==> src/rtl/rv32_pkg.sv <==
// Shared RV32 constants: opcodes, immediate-format selects, NOP encoding and
// the fetch FSM state type.
package rv32_pkg;

    localparam logic [6:0] OPC_OP_IMM = 7'b0010011;
    localparam logic [6:0] OPC_LOAD   = 7'b0000011;
    localparam logic [6:0] OPC_JALR   = 7'b1100111;
    localparam logic [6:0] OPC_SYSTEM = 7'b1110011;
    localparam logic [6:0] OPC_STORE  = 7'b0100011;
    localparam logic [6:0] OPC_BRANCH = 7'b1100011;
    localparam logic [6:0] OPC_LUI    = 7'b0110111;
    localparam logic [6:0] OPC_AUIPC  = 7'b0010111;
    localparam logic [6:0] OPC_JAL    = 7'b1101111;

    localparam logic [2:0] IMM_I    = 3'b000;
    localparam logic [2:0] IMM_S    = 3'b001;
    localparam logic [2:0] IMM_B    = 3'b010;
    localparam logic [2:0] IMM_U    = 3'b011;
    localparam logic [2:0] IMM_J    = 3'b100;
    localparam logic [2:0] IMM_NONE = 3'b111;

    localparam logic [31:0] RV32_NOP = 32'h0000_0013;

    typedef enum logic [2:0] {
        ST_BOOT  = 3'd0,
        ST_ISSUE = 3'd1,
        ST_WAIT  = 3'd2,
        ST_HOLD  = 3'd3,
        ST_DROP  = 3'd4
    } fetch_state_e;

endpackage

==> src/rtl/imm_sel_decode.sv <==
// Opcode to immediate-format select; unknown opcodes map to IMM_NONE so
// immgen produces zero.
module imm_sel_decode
    import rv32_pkg::*;
(
    input  logic [6:0] i_opcode,
    output logic [2:0] o_sel
);

    always_comb begin
        o_sel = IMM_NONE;
        case (i_opcode)
            OPC_OP_IMM, OPC_LOAD, OPC_JALR, OPC_SYSTEM: o_sel = IMM_I;
            OPC_STORE:                                  o_sel = IMM_S;
            OPC_BRANCH:                                 o_sel = IMM_B;
            OPC_LUI, OPC_AUIPC:                         o_sel = IMM_U;
            OPC_JAL:                                    o_sel = IMM_J;
            default:                                    o_sel = IMM_NONE;
        endcase
    end

endmodule

==> src/rtl/fetch_stage.sv <==
// Instruction fetch with one outstanding imem request and the IF/ID register.
// state | meaning
// BOOT  | first cycle out of reset, no request
// ISSUE | imem_req high, waiting for imem_ready
// WAIT  | request accepted, waiting for imem_rvalid
// HOLD  | response parked in skid buffer while decode stalls
// DROP  | waiting out the response of a flushed request
module fetch_stage
    import rv32_pkg::*;
#(
    parameter logic [31:0] RESET_PC  = 32'h0000_0000,
    parameter logic [31:0] NOP_INSTR = RV32_NOP
) (
    input  logic        i_clk,
    input  logic        i_rst_n,
    input  logic        i_stall,
    input  logic        i_flush,
    input  logic [31:0] i_flush_target,
    output logic        o_imem_req,
    output logic [31:0] o_imem_addr,
    input  logic        i_imem_ready,
    input  logic        i_imem_rvalid,
    input  logic [31:0] i_imem_rdata,
    output logic        o_id_valid,
    output logic [31:0] o_id_pc,
    output logic [31:0] o_id_instr,
    output logic [2:0]  o_id_imm_sel,
    output logic [24:0] o_id_imm_data
);

    fetch_state_e r_state;
    logic [31:0]  r_pc;
    logic [31:0]  r_skid;
    logic         r_imem_req;
    logic         r_id_valid;
    logic [31:0]  r_id_pc;
    logic [31:0]  r_id_instr;
    logic [2:0]   r_id_imm_sel;

    logic [31:0]  w_flush_pc;
    logic [31:0]  w_pc_next;
    logic [31:0]  w_load_instr;
    logic [2:0]   w_load_sel;
    logic         w_have_instr;

    assign w_flush_pc   = i_flush_target & 32'hFFFF_FFFC;
    assign w_pc_next    = r_pc + 32'd4;
    assign w_load_instr = (r_state == ST_HOLD) ? r_skid : i_imem_rdata;
    assign w_have_instr = (r_state == ST_HOLD) || ((r_state == ST_WAIT) && i_imem_rvalid);

    imm_sel_decode u_imm_sel_decode (
        .i_opcode (w_load_instr[6:0]),
        .o_sel    (w_load_sel)
    );

    always_ff @(posedge i_clk or negedge i_rst_n) begin
        if (!i_rst_n) begin
            r_state      <= ST_BOOT;
            r_pc         <= RESET_PC;
            r_skid       <= '0;
            r_imem_req   <= 1'b0;
            r_id_valid   <= 1'b0;
            r_id_pc      <= RESET_PC;
            r_id_instr   <= NOP_INSTR;
            r_id_imm_sel <= IMM_I;
        end else if (i_flush) begin
            r_pc         <= w_flush_pc;
            r_id_valid   <= 1'b0;
            r_id_instr   <= NOP_INSTR;
            r_id_imm_sel <= IMM_I;
            case (r_state)
                ST_ISSUE: begin
                    // an accepted request still owes us a response that must be discarded
                    if (i_imem_ready) begin
                        r_state    <= ST_DROP;
                        r_imem_req <= 1'b0;
                    end else begin
                        r_state    <= ST_ISSUE;
                        r_imem_req <= 1'b1;
                    end
                end
                ST_WAIT, ST_DROP: begin
                    if (i_imem_rvalid) begin
                        r_state    <= ST_ISSUE;
                        r_imem_req <= 1'b1;
                    end else begin
                        r_state    <= ST_DROP;
                        r_imem_req <= 1'b0;
                    end
                end
                default: begin
                    r_state    <= ST_ISSUE;
                    r_imem_req <= 1'b1;
                end
            endcase
        end else begin
            if (!i_stall) begin
                r_id_valid <= 1'b0;
            end
            case (r_state)
                ST_BOOT: begin
                    r_state    <= ST_ISSUE;
                    r_imem_req <= 1'b1;
                end
                ST_ISSUE: begin
                    if (i_imem_ready) begin
                        r_state    <= ST_WAIT;
                        r_imem_req <= 1'b0;
                    end
                end
                ST_WAIT, ST_HOLD: begin
                    if (w_have_instr && !i_stall) begin
                        r_id_valid   <= 1'b1;
                        r_id_pc      <= r_pc;
                        r_id_instr   <= w_load_instr;
                        r_id_imm_sel <= w_load_sel;
                        r_pc         <= w_pc_next;
                        r_state      <= ST_ISSUE;
                        r_imem_req   <= 1'b1;
                    end else if ((r_state == ST_WAIT) && i_imem_rvalid) begin
                        r_skid  <= i_imem_rdata;
                        r_state <= ST_HOLD;
                    end
                end
                ST_DROP: begin
                    if (i_imem_rvalid) begin
                        r_state    <= ST_ISSUE;
                        r_imem_req <= 1'b1;
                    end
                end
                default: begin
                    r_state    <= ST_BOOT;
                    r_imem_req <= 1'b0;
                end
            endcase
        end
    end

    assign o_imem_req    = r_imem_req;
    assign o_imem_addr   = r_pc;
    assign o_id_valid    = r_id_valid;
    assign o_id_pc       = r_id_pc;
    assign o_id_instr    = r_id_instr;
    assign o_id_imm_sel  = r_id_imm_sel;
    assign o_id_imm_data = r_id_instr[31:7];

endmodule

==> config.mk <==
export PLATFORM = sky130hd
export DESIGN_NAME = fetch_stage
export DESIGN_NICKNAME = d
export VERILOG_FILES = /design/src/rtl/rv32_pkg.sv /design/src/rtl/imm_sel_decode.sv /design/src/rtl/fetch_stage.sv
export SDC_FILE = /design/constraint.sdc
export NUM_CORES = 1
export LEC_CHECK = 0
export CAP_MARGIN = 20
export CORE_MARGIN = 2
export CORE_UTILIZATION = 47
export CTS_BUF_LIST = sky130_fd_sc_hd__clkbuf_16
export DETAILED_ROUTE_END_ITERATION = 6
export HOLD_SLACK_MARGIN = 0.15
export MAX_ROUTING_LAYER = met4
export PLACE_DENSITY = 0.91
export SYNTH_ARGS = -nofsm -noshare
export SYNTH_HDL_FRONTEND = slang
export SYNTH_SLANG_ARGS = --single-unit
==> constraint.sdc <==
create_clock -name i_clk -period 2.7 [get_ports i_clk]
set_input_delay 0.54 -clock i_clk [delete_from_list [all_inputs] [get_ports i_clk]]
set_output_delay 0.54 -clock i_clk [all_outputs]
set_load 0.02 [all_outputs]
# After elaboration in Yosys (flattened, before gate mapping)
# Index checks and enable logic that the tools add are counted.
[totals]
word_cells = 76
output_inout_bits = 126
reg_bits = 136
input_bits = 70
[classes]
n_mux = 32
eq_ne = 17
add_sub_neg = 1
n_reduce_logical = 16
bitwise_logic = 2
[ops]
columns = ["operator", "count"]
rows = [
  ["$mux 32", 7],
  ["$add 32x3->32 const B", 1],
  ["$mux 3", 10],
  ["$eq 7x7->1 const B", 4],
  ["$pmux 3 s5", 1],
  ["$eq 7x5->1 const B", 2],
  ["$eq 7x6->1 const B", 2],
  ["$pmux 3 s4", 1],
  ["$mux 1", 10],
  ["$ne 3x3->1 const B", 3],
  ["$reduce_and 3->1", 3],
  ["$eq 7x2->1 const B", 1],
  ["$eq 3x2->1 const B", 2],
  ["$pmux 3 s2", 1],
  ["$reduce_or 2->1", 3],
  ["$ne 4x4->1 const B", 1],
  ["$pmux 1 s4", 1],
  ["$reduce_and 4->1", 1],
  ["$reduce_bool 2->1", 2],
  ["$reduce_or 4->1", 1],
  ["$eq 3x1->1 const B", 1],
  ["$eq 3x3->1 const B", 1],
  ["$logic_not 3->1", 1],
  ["$logic_and 1x1->1", 2],
  ["5 further kinds", 6],
]

# Longest topological paths before layout
[depth]
ltp_word = 8
ltp_mapped = 7
ltp_nobuf = 6

# By module
# Synthesis repeated with hierarchy kept, for this count alone.
[hier_totals]
hier_cells = 633
hier_area_um2 = 6505.0
[modules_own_cells]
columns = ["module", "cells_per_inst", "n_inst", "seq_area_each_um2", "area_each_um2"]
rows = [
  ["fetch_stage", 613, 1, 3306.9, 6391.1],
  ["imm_sel_decode", 20, 1, 0.0, 113.9],
]

# Least setup slack after synthesis
# OpenSTA, ideal clock, no wires.
[synth_timing]
path_type = "in2reg"
startpoint = "input i_imem_rvalid"
endpoint = "register r_skid[0]"
path_slack_ns = 0.506
required_time_ns = 2.575
t_arrival_ns = 2.069
setup_ns = 0.125
path_stages = 6
n_path_buf = 2
path_cell_list = "o21bai_4 or3b_1 or3b_1 buf_2 buf_6 mux2_4"
[synth_between]
elab_chain_cells = 5
[synth_rtl]
columns = ["item", "line", "source"]
rows = [
  ["start, declared", "fetch_stage.sv:22", "input logic i_imem_rvalid,"],
  ["$logic_and 1x1->1 *", "fetch_stage.sv:49, fetch_stage.sv:120", ""],
  ["$logic_or 1x1->1", "fetch_stage.sv:49", "assign w_have_instr = (r_state == ST_HOLD) || ((r_state == ST_WAIT) && i_imem_rvalid);"],
  ["$logic_and 1x1->1", "fetch_stage.sv:112", "if (w_have_instr && !i_stall) begin"],
  ["$not 1->1 (no line)", "--", ""],
  ["$reduce_and 4->1 (no line) *", "--", ""],
  ["end signal, assigned", "fetch_stage.sv:121", "r_skid <= i_imem_rdata;"],
  ["end, declared", "fetch_stage.sv:33", "logic [31:0] r_skid;"],
]
# Every way passes the cells marked *; elsewhere a longest branch is shown, timed or not.
# A chain may end at the register's enable or synchronous reset.

# Worst setup path after layout
[layout_timing]
startpoint = "input i_imem_rvalid"
endpoint = "register r_skid[26]"
# The elaborated chain is that of the path after synthesis.

==> impl_results.md <==
* # diodes at 0
* Post-cts repair resize count at 0
* Final Max Slew Viols at 0
* Final period util at 85.6%
* DR DRC count at 0
* Leakage at 3.82 nW
* Crit path DAT at 2.61 ns
* Fmax at 0.433 GHz
* Yosys Warn Count at 0
* EDFF count, synth at 0
* Largest net degree at the start of global routing at 62
* Initial Util at 48.5%
* Max-Cap Viols at 0
* Slew of the pin with the lowest slew margin at 0.629 ns
* Avg Inst Size Synth at 10.7 um2
* Synth Register Bits at 132
* DP Area at 8400 um2
* Pre-CTS setup slack at -0.0304 ns
* CTS tree: built
* Clock Path Buffers at 2
* Nets at 842
* Setup Buffers After CTS at 0
* Asr flop ratio synth at 100%
* Clock-pin slew on the worst setup and hold paths at 0.05 ns
* Post-synthesis sequential area ratio at 51.3%
* PortBufs at 189
* Final instance area at 8920 um2
* Clk_skew at 0.00653 ns
* Total Wirelength at 16.7 mm
* Root Driver: clkbuf_16
* Setup violations, final at 0
* Worst-path cell chain: clkdlybuf4s50_1 > o21bai_4 > or3b_1 > or3b_2 > buf_12 > mux2_4
* Crit path max-delay family: simple AND/OR/NAND/NOR gates
* H-tree depth at 4
* CP max stage delay at 0.51 ns
* Bufs and invs on worst path at 2
* Iteration-0 DRC count of the detailed router at 466
* Synth Instances at 605
* Grt total ovfl at 0
* Post-synth top area share at 50.1%
* Worst rel slew slack at 58.1%
* Type of the most critical hold path: flip-flop to flip-flop
* Top_reg_cell synth: dfrtp_1
* Die Span Y at 121 um
* VDD IR-drop max at 0.534 mV
* WP data required at 3.00 ns
* Post-DP HPWL at 11.5 mm
* Setup crit end kind: flip-flop
* TritonCTS Buffers at 17
* Area Overhead vs Synth at 38.4%
* First-pass GRT wire length at 26.8 mm
* Antenna viol nets, final at 0
* DR WL/cell at 17.4 um
* Crit Path Category: input pin to flip-flop
* Cell variety after synth at 50
* Post-Syn Area at 6450 um2
* Final Critical Period at 2.31 ns
* Number of global-route vias before repair at 5332
* Via count at 5252
* Vias/cell at 5.48
* Area of the core at 13300 um2
* Initial antenna violation count at 0
* GP Congestion at 0.820
* Yosys top cell by area: dfrtp_1
* Clock Sinks at 132
* Clock Latency Late Sink at 0.41 ns
* Die width at 121 um
* Startpoint types: input pin
* Main area contributors after synthesis: dfrtp_1 50%, mux2_4 6.5%, mux2_2 6.3%, nand2_1 6.0%, a311oi_1 3.5%
* Die area at 14700 um2
* Row cnt at 42
* CP max FO at 33
* Slowest CP cell: or3b_2
* Final setup margin at 0.389 ns
* Final Hold Viols at 0
* Io pins at 196
* GRT Total Usage at 24.2%
* Status: finished clean
* RSZ-0062 raised after global routing: no
* R2R setup slack at 0.42 ns
* First-pass detailed-route iteration total at 4
* Ratio of cells with drive above 1 in the final layout at 15.1%
* Pwr dens at 859 nW/um2
[flip-flops by register name (all words and copies together) (netlist names)]
| register | count |
|---|---|
| o_id_instr | 32 |
| r_skid | 32 |
| o_id_pc | 30 |
| o_imem_addr | 30 |
| o_id_imm_sel | 3 |
| r_state | 3 |
| o_id_valid | 1 |
| o_imem_req | 1 |
[cell usage in the layout, fill, tap and decap left out, types with 14 or more instances in the layout]
master / instances
a311oi_1: 26
buf_4: 19
clkbuf_16: 17
clkdlybuf4s50_1: 187
dfrtp_1: 129
mux2_2: 36
mux2_4: 28
nand2_1: 103
nand3_1: 14
nor2_1: 40
o21ai_0: 31
xor2_1: 21
[cells in the mapped netlist (all sizes together), types with 4 or more instances]
cell	count
nand2	103
buf	39
nand4b	4
nand3	14
nor3	8
mux2	64
a311oi	26
mux2i	4
xor2	21
o21ai	33
dfrtp	129
nor4	4
a31oi	4
a21oi	11
a211oi	4
and3	7
xnor2	6
nand2b	4
nor2	42
nand4	9
nand3b	4
clkbuf	29
[power breakdown]
group / internal, W / total (W) / switching, W
Combinational: 0.00142 / 0.00265 / 0.00123
Clock: 0.00122 / 0.00200 / 0.000784
Sequential: 0.00256 / 0.00301 / 0.000445
Total: 0.00521 / 0.00766 / 0.00246
[worst reg2reg max path: stages, from the launching register on]
cell	delay [ns]
dfrtp_1	0.37
nand2b_1	0.28
or3b_1	0.44
or3b_2	0.52
buf_12	0.21
mux2_4	0.35
[through the flow]
stage	TNS [ns]	instances	utilization, %	hold WS, ns	power (W)
finish	0	959	67.1	0.505	0.00766
global route	0	959	67.1	0.523	0.00805
CTS	0	959	67.1	0.507	0.00772
detailed placement	-0.578	927	63.2	0.491	0.00569
global placement	0	927	63.2	0.487	0.00557
floorplan	0	608	-	0.244	0.00451
[cells by family (layout without fill, tap and decap cells)]
logic type	after synthesis	count (layout)	synth area share [%]
AOI/OAI and AO/OA	92	92	9.84
xor gates and xnor gates	27	27	3.67
adders and majority gates	1	1	0.194
buffers and inverters	70	245	6.19
DFF	132	132	51.3
muxes	68	68	13.4
other	1	4	0.0582
and+or+nand+nor	214	214	15.3
[final timing paths]
| kind | cells past startpoint | startpoint | to |
|---|---|---|---|
| worst max-delay path | 6 | i_imem_rvalid | r_skid[26] |
| worst min-delay path | 1 | o_id_pc[12] | o_id_pc[12] |
| worst max register to register | 5 | r_state[2] | r_skid[26] |
| worst min register to register | 1 | o_id_pc[12] | o_id_pc[12] |
| max in group asynchronous | 3 | i_rst_n | o_id_instr[1] |
| min in group asynchronous | 2 | i_rst_n | o_id_pc[23] |
[routing by layer]
| layer | vias up | routed length (um) | track usage [%] |
|---|---|---|---|
| li1 | 2436 | - | - |
| met1 | 2576 | 6890 | 29.3 |
| met2 | 214 | 8280 | 40.0 |
| met3 | 26 | 1250 | 5.69 |
| met4 | 0 | 310 | 8.62 |
| met5 | - | 0 | - |
[timing repair]
item,CTS,global route
endpoints found under the setup margin,0,0
hold endpoints to repair,42,0
hold buffers,1,0
[area by class of cell]
cell class | instances | area (um2)
Fill cell | 1006 | 4370
Sequential cell | 132 | 3310
Multi-Input combinational cell | 406 | 2760
Timing Repair Buffer | 212 | 2120
Clock buffer | 17 | 425
Tap cell | 176 | 220
Clock inverter | 14 | 82.6
Inverter | 2 | 7.51
Power figures use the tool's default switching activity.
